$ cat config.mk
export PLATFORM = sky130hd
export DESIGN_NAME = id_stage
export DESIGN_NICKNAME = d
export VERILOG_FILES = /design/src/rtl/id_stage.sv
export SDC_FILE = /design/constraint.sdc
export NUM_CORES = 1
export LEC_CHECK = 0
export CAP_MARGIN = 0
export CORE_AREA = 2 2 206 208
export CTS_BUF_LIST = sky130_fd_sc_hd__clkbuf_16
export DETAILED_ROUTE_END_ITERATION = 16
export DIE_AREA = 0 0 208 210
export HOLD_SLACK_MARGIN = 0.05
export PLACE_DENSITY_LB_ADDON = 0.1
export REMOVE_ABC_BUFFERS = 1
export SETUP_SLACK_MARGIN = 0.2
export SLEW_MARGIN = 15
export SYNTH_ARGS = -nofsm -noshare
export SYNTH_HDL_FRONTEND = slang
export SYNTH_SLANG_ARGS = --single-unit
$ cat constraint.sdc
create_clock -name clk -period 5.6 [get_ports clk]
set_input_delay 1.68 -clock clk [delete_from_list [all_inputs] [get_ports clk]]
set_output_delay 1.68 -clock clk [all_outputs]
set_load 0.01 [all_outputs]
$ cat src/rtl/id_stage.sv
`default_nettype none
// ============================================================================
// Module   : id_stage
// Purpose  : Instruction-decode stage in front of the 17-bit one-hot ALU.
//            Reads register operands, decodes RV64I OP / OP-IMM / LUI / AUIPC /
//            BRANCH into alu_ctrl + operands, and registers everything behind
//            a valid/ready handshake with a branch-resolution flush.
// Ports    : clk, rst                 - clock, synchronous active-high reset
//            in_valid/in_ready        - fetch-side handshake
//            in_pc, in_inst           - fetched PC and instruction word
//            rs1_addr/rs2_addr        - combinational regfile read addresses
//            rs1_data/rs2_data        - same-cycle regfile read data
//            flush                    - kill held and incoming instruction
//            out_valid/out_ready      - ALU-side handshake
//            out_alu_ctrl/sr1/sr2     - one-hot op select and ALU operands
//            out_pc, out_rd, out_wen  - PC, destination, writeback enable
//            out_is_branch/br_off     - conditional branch flag and offset
//            out_word, out_illegal    - 32-bit W-op flag, unsupported encoding
// Options  : ID_RV64W_EN - enables OP-IMM-32 / OP-32 (W-op) decoding
// Revision : 1.0 - initial release
// ============================================================================
module id_stage #(
  parameter int XLEN = 64
) (
  input  logic            clk,
  input  logic            rst,
  input  logic            in_valid,
  output logic            in_ready,
  input  logic [XLEN-1:0] in_pc,
  input  logic [31:0]     in_inst,
  output logic [4:0]      rs1_addr,
  output logic [4:0]      rs2_addr,
  input  logic [XLEN-1:0] rs1_data,
  input  logic [XLEN-1:0] rs2_data,
  input  logic            flush,
  output logic            out_valid,
  input  logic            out_ready,
  output logic [16:0]     out_alu_ctrl,
  output logic [XLEN-1:0] out_alu_sr1,
  output logic [XLEN-1:0] out_alu_sr2,
  output logic [XLEN-1:0] out_pc,
  output logic [4:0]      out_rd,
  output logic            out_wen,
  output logic            out_is_branch,
  output logic [XLEN-1:0] out_br_off,
  output logic            out_word,
  output logic            out_illegal
);

  localparam logic [6:0] c_OPC_OP     = 7'b0110011;
  localparam logic [6:0] c_OPC_OPIMM  = 7'b0010011;
  localparam logic [6:0] c_OPC_LUI    = 7'b0110111;
  localparam logic [6:0] c_OPC_AUIPC  = 7'b0010111;
  localparam logic [6:0] c_OPC_BRANCH = 7'b1100011;
`ifdef ID_RV64W_EN
  localparam logic [6:0] c_OPC_OPIMM32 = 7'b0011011;
  localparam logic [6:0] c_OPC_OP32    = 7'b0111011;
`endif

  // One-hot ALU select bit positions
  localparam int c_ADD = 0, c_SUB = 1, c_SLT = 2, c_SLTU = 3, c_AND = 4,
                 c_XOR = 5, c_OR = 6, c_SLL = 7, c_SRL = 8, c_SRA = 9,
                 c_LUI = 10, c_BEQ = 11;

  // Instruction fields
  logic [6:0]      w_opcode, w_funct7;
  logic [2:0]      w_funct3;
  logic [4:0]      w_rd;
  logic [XLEN-1:0] w_imm_i, w_imm_u, w_imm_b;
  logic            w_f7_zero, w_f7_alt;

  assign w_opcode  = in_inst[6:0];
  assign w_rd      = in_inst[11:7];
  assign w_funct3  = in_inst[14:12];
  assign w_funct7  = in_inst[31:25];
  assign w_f7_zero = (w_funct7 == 7'b0000000);
  assign w_f7_alt  = (w_funct7 == 7'b0100000);
  assign w_imm_i   = {{52{in_inst[31]}}, in_inst[31:20]};
  assign w_imm_u   = {{32{in_inst[31]}}, in_inst[31:12], 12'b0};
  assign w_imm_b   = {{51{in_inst[31]}}, in_inst[31], in_inst[7],
                      in_inst[30:25], in_inst[11:8], 1'b0};

  assign rs1_addr = in_inst[19:15];
  assign rs2_addr = in_inst[24:20];

  // Decoded next-state values
  logic [16:0]     ctrl_d;
  logic [XLEN-1:0] sr1_d, sr2_d, off_d;
  logic            br_d, ill_d, wen_d;
`ifdef ID_RV64W_EN
  logic            word_d, word_q;
`endif

  always_comb begin
    ctrl_d = '0;
    sr1_d  = '0;
    sr2_d  = '0;
    off_d  = '0;
    br_d   = 1'b0;
    ill_d  = 1'b0;
`ifdef ID_RV64W_EN
    word_d = 1'b0;
`endif
    case (w_opcode)
      c_OPC_OP: begin
        sr1_d = rs1_data;
        sr2_d = rs2_data;
        case (w_funct3)
          3'b000: begin
            if (w_f7_zero)     ctrl_d[c_ADD] = 1'b1;
            else if (w_f7_alt) ctrl_d[c_SUB] = 1'b1;
            else               ill_d = 1'b1;
          end
          3'b001: begin
            sr2_d = {58'b0, rs2_data[5:0]};
            if (w_f7_zero) ctrl_d[c_SLL] = 1'b1;
            else           ill_d = 1'b1;
          end
          3'b101: begin
            sr2_d = {58'b0, rs2_data[5:0]};
            if (w_f7_zero)     ctrl_d[c_SRL] = 1'b1;
            else if (w_f7_alt) ctrl_d[c_SRA] = 1'b1;
            else               ill_d = 1'b1;
          end
          default: begin
            // slt/sltu/xor/or/and accept only funct7 = 0
            if (!w_f7_zero) ill_d = 1'b1;
            else begin
              case (w_funct3)
                3'b010:  ctrl_d[c_SLT]  = 1'b1;
                3'b011:  ctrl_d[c_SLTU] = 1'b1;
                3'b100:  ctrl_d[c_XOR]  = 1'b1;
                3'b110:  ctrl_d[c_OR]   = 1'b1;
                default: ctrl_d[c_AND]  = 1'b1;
              endcase
            end
          end
        endcase
      end
      c_OPC_OPIMM: begin
        sr1_d = rs1_data;
        sr2_d = w_imm_i;
        case (w_funct3)
          3'b000: ctrl_d[c_ADD]  = 1'b1;
          3'b010: ctrl_d[c_SLT]  = 1'b1;
          3'b011: ctrl_d[c_SLTU] = 1'b1;
          3'b100: ctrl_d[c_XOR]  = 1'b1;
          3'b110: ctrl_d[c_OR]   = 1'b1;
          3'b111: ctrl_d[c_AND]  = 1'b1;
          3'b001: begin
            sr2_d = {58'b0, in_inst[25:20]};
            if (in_inst[31:26] == 6'b000000) ctrl_d[c_SLL] = 1'b1;
            else                             ill_d = 1'b1;
          end
          default: begin  // 101: SRLI / SRAI
            sr2_d = {58'b0, in_inst[25:20]};
            if (in_inst[31:26] == 6'b000000)      ctrl_d[c_SRL] = 1'b1;
            else if (in_inst[31:26] == 6'b010000) ctrl_d[c_SRA] = 1'b1;
            else                                  ill_d = 1'b1;
          end
        endcase
      end
      c_OPC_LUI: begin
        ctrl_d[c_LUI] = 1'b1;
        sr2_d         = w_imm_u;
      end
      c_OPC_AUIPC: begin
        ctrl_d[c_ADD] = 1'b1;
        sr1_d         = in_pc;
        sr2_d         = w_imm_u;
      end
      c_OPC_BRANCH: begin
        sr1_d = rs1_data;
        sr2_d = rs2_data;
        br_d  = 1'b1;
        off_d = w_imm_b;
        case (w_funct3)
          3'b010, 3'b011: ill_d = 1'b1;
          // 000,001 -> 11,12 ; 100..111 -> 13..16
          3'b000, 3'b001: ctrl_d[c_BEQ + int'(w_funct3[0])] = 1'b1;
          default:        ctrl_d[c_BEQ + int'(w_funct3) - 2] = 1'b1;
        endcase
      end
`ifdef ID_RV64W_EN
      c_OPC_OPIMM32: begin
        word_d = 1'b1;
        sr1_d  = rs1_data;
        sr2_d  = w_imm_i;
        case (w_funct3)
          3'b000: ctrl_d[c_ADD] = 1'b1;
          3'b001: begin
            sr2_d = {59'b0, in_inst[24:20]};
            if (w_f7_zero) ctrl_d[c_SLL] = 1'b1;
            else           ill_d = 1'b1;
          end
          3'b101: begin
            sr2_d = {59'b0, in_inst[24:20]};
            if (w_f7_zero) begin
              ctrl_d[c_SRL] = 1'b1;
              sr1_d         = {32'b0, rs1_data[31:0]};
            end else if (w_f7_alt) begin
              ctrl_d[c_SRA] = 1'b1;
              sr1_d         = {{32{rs1_data[31]}}, rs1_data[31:0]};
            end else ill_d = 1'b1;
          end
          default: ill_d = 1'b1;
        endcase
      end
      c_OPC_OP32: begin
        word_d = 1'b1;
        sr1_d  = rs1_data;
        sr2_d  = rs2_data;
        case (w_funct3)
          3'b000: begin
            if (w_f7_zero)     ctrl_d[c_ADD] = 1'b1;
            else if (w_f7_alt) ctrl_d[c_SUB] = 1'b1;
            else               ill_d = 1'b1;
          end
          3'b001: begin
            sr2_d = {59'b0, rs2_data[4:0]};
            if (w_f7_zero) ctrl_d[c_SLL] = 1'b1;
            else           ill_d = 1'b1;
          end
          3'b101: begin
            sr2_d = {59'b0, rs2_data[4:0]};
            if (w_f7_zero) begin
              ctrl_d[c_SRL] = 1'b1;
              sr1_d         = {32'b0, rs1_data[31:0]};
            end else if (w_f7_alt) begin
              ctrl_d[c_SRA] = 1'b1;
              sr1_d         = {{32{rs1_data[31]}}, rs1_data[31:0]};
            end else ill_d = 1'b1;
          end
          default: ill_d = 1'b1;
        endcase
      end
`endif
      default: ill_d = 1'b1;
    endcase

    // Illegal encodings carry no operation and no side effects
    if (ill_d) begin
      ctrl_d = '0;
      sr1_d  = '0;
      sr2_d  = '0;
      off_d  = '0;
      br_d   = 1'b0;
`ifdef ID_RV64W_EN
      word_d = 1'b0;
`endif
    end
    wen_d = !ill_d && !br_d && (w_rd != 5'd0);
  end

  // Output register and handshake
  logic w_load;
  assign in_ready = !out_valid | out_ready;
  assign w_load   = in_valid & in_ready;

  always_ff @(posedge clk) begin
    if (rst) begin
      out_valid     <= 1'b0;
      out_alu_ctrl  <= '0;
      out_alu_sr1   <= '0;
      out_alu_sr2   <= '0;
      out_pc        <= '0;
      out_rd        <= '0;
      out_wen       <= 1'b0;
      out_is_branch <= 1'b0;
      out_br_off    <= '0;
      out_illegal   <= 1'b0;
`ifdef ID_RV64W_EN
      word_q        <= 1'b0;
`endif
    end else begin
      // Flush kills the slot; data registers may keep what was loaded
      if (flush)          out_valid <= 1'b0;
      else if (w_load)    out_valid <= 1'b1;
      else if (out_ready) out_valid <= 1'b0;

      if (w_load) begin
        out_alu_ctrl  <= ctrl_d;
        out_alu_sr1   <= sr1_d;
        out_alu_sr2   <= sr2_d;
        out_pc        <= in_pc;
        out_rd        <= w_rd;
        out_wen       <= wen_d;
        out_is_branch <= br_d;
        out_br_off    <= off_d;
        out_illegal   <= ill_d;
`ifdef ID_RV64W_EN
        word_q        <= word_d;
`endif
      end
    end
  end

`ifdef ID_RV64W_EN
  assign out_word = word_q;
`else
  assign out_word = 1'b0;
`endif

endmodule
`default_nettype wire
==> impl_results.md <==
- Status: complete, no violations
- TritonCTS clock tree: built
- Cell Chain, Critical Path: clkdlybuf4s50_1, clkdlybuf4s50_1
- Type of the worst setup path: in -> out
- Buf+Inv Stages, Crit Path: 2
- Wire length of the first global-routing pass: about 65000 µm
- Leakage dissipation: around 5.3 nW
- Instance count of the mapped netlist: between 1000 and 1500
- Layout Area Growth over Synthesis: 65.46%
- Die outline area: 43680 µm²
- Mapped Avg Cell Area: 8.470 µm²
- Path category of the worst min-delay check: reg -> reg
- Power share of the sequential group: ~44%
- Min Clock Period, post-route: approximately 4.6 ns
- Instance area after placement: 14730 µm²
- Maximum number of pins on one net before global-route repair: 107
- Sequential share of the synthesized area: approximately half
- Initial drt markers: about 430
- Critical Path AT: 2.92 ns
- Num CTS Buffers: 28
- Area of the core: 41480 µm²
- Final count of negative-setup-slack endpoints: 0
- Die W: 208 µm
- Pre-CTS setup slack: between 0.6 and 0.7 ns
- Unrepaired setup endpoints after global routing: false
- Most area-hungry cell type in the Yosys netlist: sky130_fd_sc_hd__dfxtp_1
- Final global-route overflow total: 0
- Final routed DRC violation total: 0
- Net switching power figure: approximately 950 µW
- Clock network fraction of design power: 44.4%
- Top cell family by delay on the critical path: buffers and inverters
- Dpl hpwl: 32270 µm
- Total global-route track usage: between 10% and 20%
- Normalized max-slew margin: a little over a third
- Leading cell types by total area after synthesis: sky130_fd_sc_hd__dfxtp_1 49%, sky130_fd_sc_hd__nand2_1 11%, sky130_fd_sc_hd__a21oi_1 5.7%
- Master cell of the clock root buffer: sky130_fd_sc_hd__clkbuf_16
- Area share of the largest cell type after synthesis: slightly below 50%
- Number of I/O pins: 523
- Avg Vias per Cell: 4.620
- Total count of hold-check failures in the final report: 0
- Net count, final: approximately 1800
- Final Non-Filler Cells: roughly 2100
- Power per cell area: about 240 nW/µm²
- Count of fill cells added during filler insertion: 4267
- Number of buffers added to fix hold violations after cts: 0
- Total power after layout: ~3.8 mW
- Post-CTS sizing: 0
- Maximum vdd drop: around 0.26 mV
- Final non-filler cell area: between 15000 and 20000 µm²
- Net switching fraction of the power: 24.98%
- Kind of start point of the critical path: input pin
- TritonRoute pass-1 iters: 5
- Share of post-route cells with drive strength above 1: under 10%
- Most frequently used flop master after synthesis: sky130_fd_sc_hd__dfxtp_1
- Transition time of the tightest slew-check pin: ~0.95 ns
- Post-CTS Setup Bufs: 0
- Via count: between 9000 and 10000
- Post-route clock skew: between 0.02 and 0.025 ns
- Worst Slack Setup Final: ~1 ns
- Clock transition at path regs: ~0.060 ns
- Critical path fanouts, max: 3
- Die Y: 210 µm
- Cell count after placement: between 2000 and 2500
- Initial antenna violation count: 5
- Clk buf depth: 3
- Worst skew pair latency: around 0.57 ns
- Input/output buffers: between 500 and 600
- Max cap viols: 0
- Initial core utilization: between 20% and 30%
- Internal power contribution: ~2.8 mW
- Number of global-route vias before repair: around 9600
- Required time of the worst setup path: 3.92 ns
- Combinational share of power: ~11%
- Final worst-path cycle share: between 80% and 90%
- Cell Rows: 75
- H-Tree Depth: 1
- Number of register bits inferred by synthesis: 230
- Count of flip-flops with a built-in enable after synthesis: 0
- Crit end category: output pin
- Share of async-settable or async-resettable flops after synthesis: 0%
- Post-synthesis cell area: around 9400 µm²
- Cell occurring most often along the worst timing path: sky130_fd_sc_hd__clkdlybuf4s50_1
- Slowest stage delay, CP: ~0.64 ns
- Highest Clock Rate: 217.4 MHz
- Critical Path Slowest Stage Cell: sky130_fd_sc_hd__clkdlybuf4s50_1
- Drt wl/cell: around 21 µm
- Most common cell in the netlist: sky130_fd_sc_hd__nand2_1
- Clk sinks: 230
- Final GP Congestion: around 0.83
- Detailed Route WL: ~44000 µm
- Top cell types by occurrence after synthesis: 281 x sky130_fd_sc_hd__nand2_1, 230 x sky130_fd_sc_hd__dfxtp_1, 107 x sky130_fd_sc_hd__a21oi_1, 94 x sky130_fd_sc_hd__o21ai_0, 82 x sky130_fd_sc_hd__clkbuf_1
- Yosys warnings: 0
- Max Slew Vio Count: 0
- Number of routed nets with antenna violations: 0
- Yosys cell types: between 40 and 50
power groups by stage:
stage	combinational, mW	clock, mW	sequential [mW]
after floorplan	0.0907	0	1.73
after global placement	0.433	0	1.72
final	0.429	1.68	1.68
after CTS	0.435	1.74	1.68
after detailed placement	0.433	0	1.72
after global routing	0.461	1.81	1.68
cell usage in the layout (no fill, tap or decap), drive strengths merged, types with 3 or more instances in the layout:
cell / count
clkdlybuf4s50: 519
nand2: 281
dfxtp: 230
o21ai: 135
a21oi: 107
a22oi: 71
a22o: 29
clkbuf: 28
buf: 28
a221oi: 19
clkinv: 14
inv: 11
nor3: 9
nand3: 6
nor4: 6
nor2b: 5
nor2: 5
a211oi: 4
and3: 4
o31ai: 4
or3: 4
diode: 3
nand2b: 3
a21o: 3
and2: 3
cells by family after synthesis:
group	count (synthesis)	synth area share (%)
compound gates	382	26.39
simple gates	339	15.16
flops	230	48.93
buf+inv	157	9.214
fa+ha+maj	2	0.2659
other cells	1	0.03985
per-layer routing:
layer | up-vias | wire, µm | global-route usage, %
met1 | 4587 | 18350 | 23.73
met4 | 4 | 577 | 4.280
li1 | 4695 | - | -
met3 | 39 | 3783 | 6.451
met2 | 372 | 21660 | 33.68
met5 | - | 25 | 0
sequential cells by signal, indices dropped and copies added, names as in the netlist:
signal         cells
out_alu_sr1       64
out_alu_sr2       64
out_pc            64
out_alu_ctrl      17
out_br_off        12
out_rd             5
out_illegal        1
out_is_branch      1
out_valid          1
out_wen            1
path summary, 6_finish.rpt:
check                    from               to  slack, ns  cells after the start
setup / recovery  in_inst[24]      rs2_addr[4]        1.0                      2
hold / removal        out_wen          out_wen       0.45                      2
setup reg to reg    out_valid  out_alu_sr2[28]       3.33                      6
hold reg to reg       out_wen          out_wen       0.45                      2
area by class of cell:
type	count	area (µm²)	share of cell area, %
diodes	3	7.507	0.04822
clock buffers	28	700.7	4.500
clock inverters	23	132.6	0.8518
inverters	4	15.01	0.09643
multi-input cells	725	3983	25.58
flip-flops and latches	230	4604	29.57
well taps	539	674.4	4.331
repair buffers	547	5453	35.02
per-stage QoR:
step           setup TNS, ns  utilization [%]  hold slack [ns]
3_5_place_dp               0            35.51           0.4413
6_report                   0            37.54           0.4487
3_3_place_gp               0            35.51           0.4334
2_1_floorplan        -385.48                -           0.4745
4_1_cts                    0            37.52           0.4538
5_1_grt                    0            37.54           0.4707
Note: power is estimated with default switching activity, not from simulation.
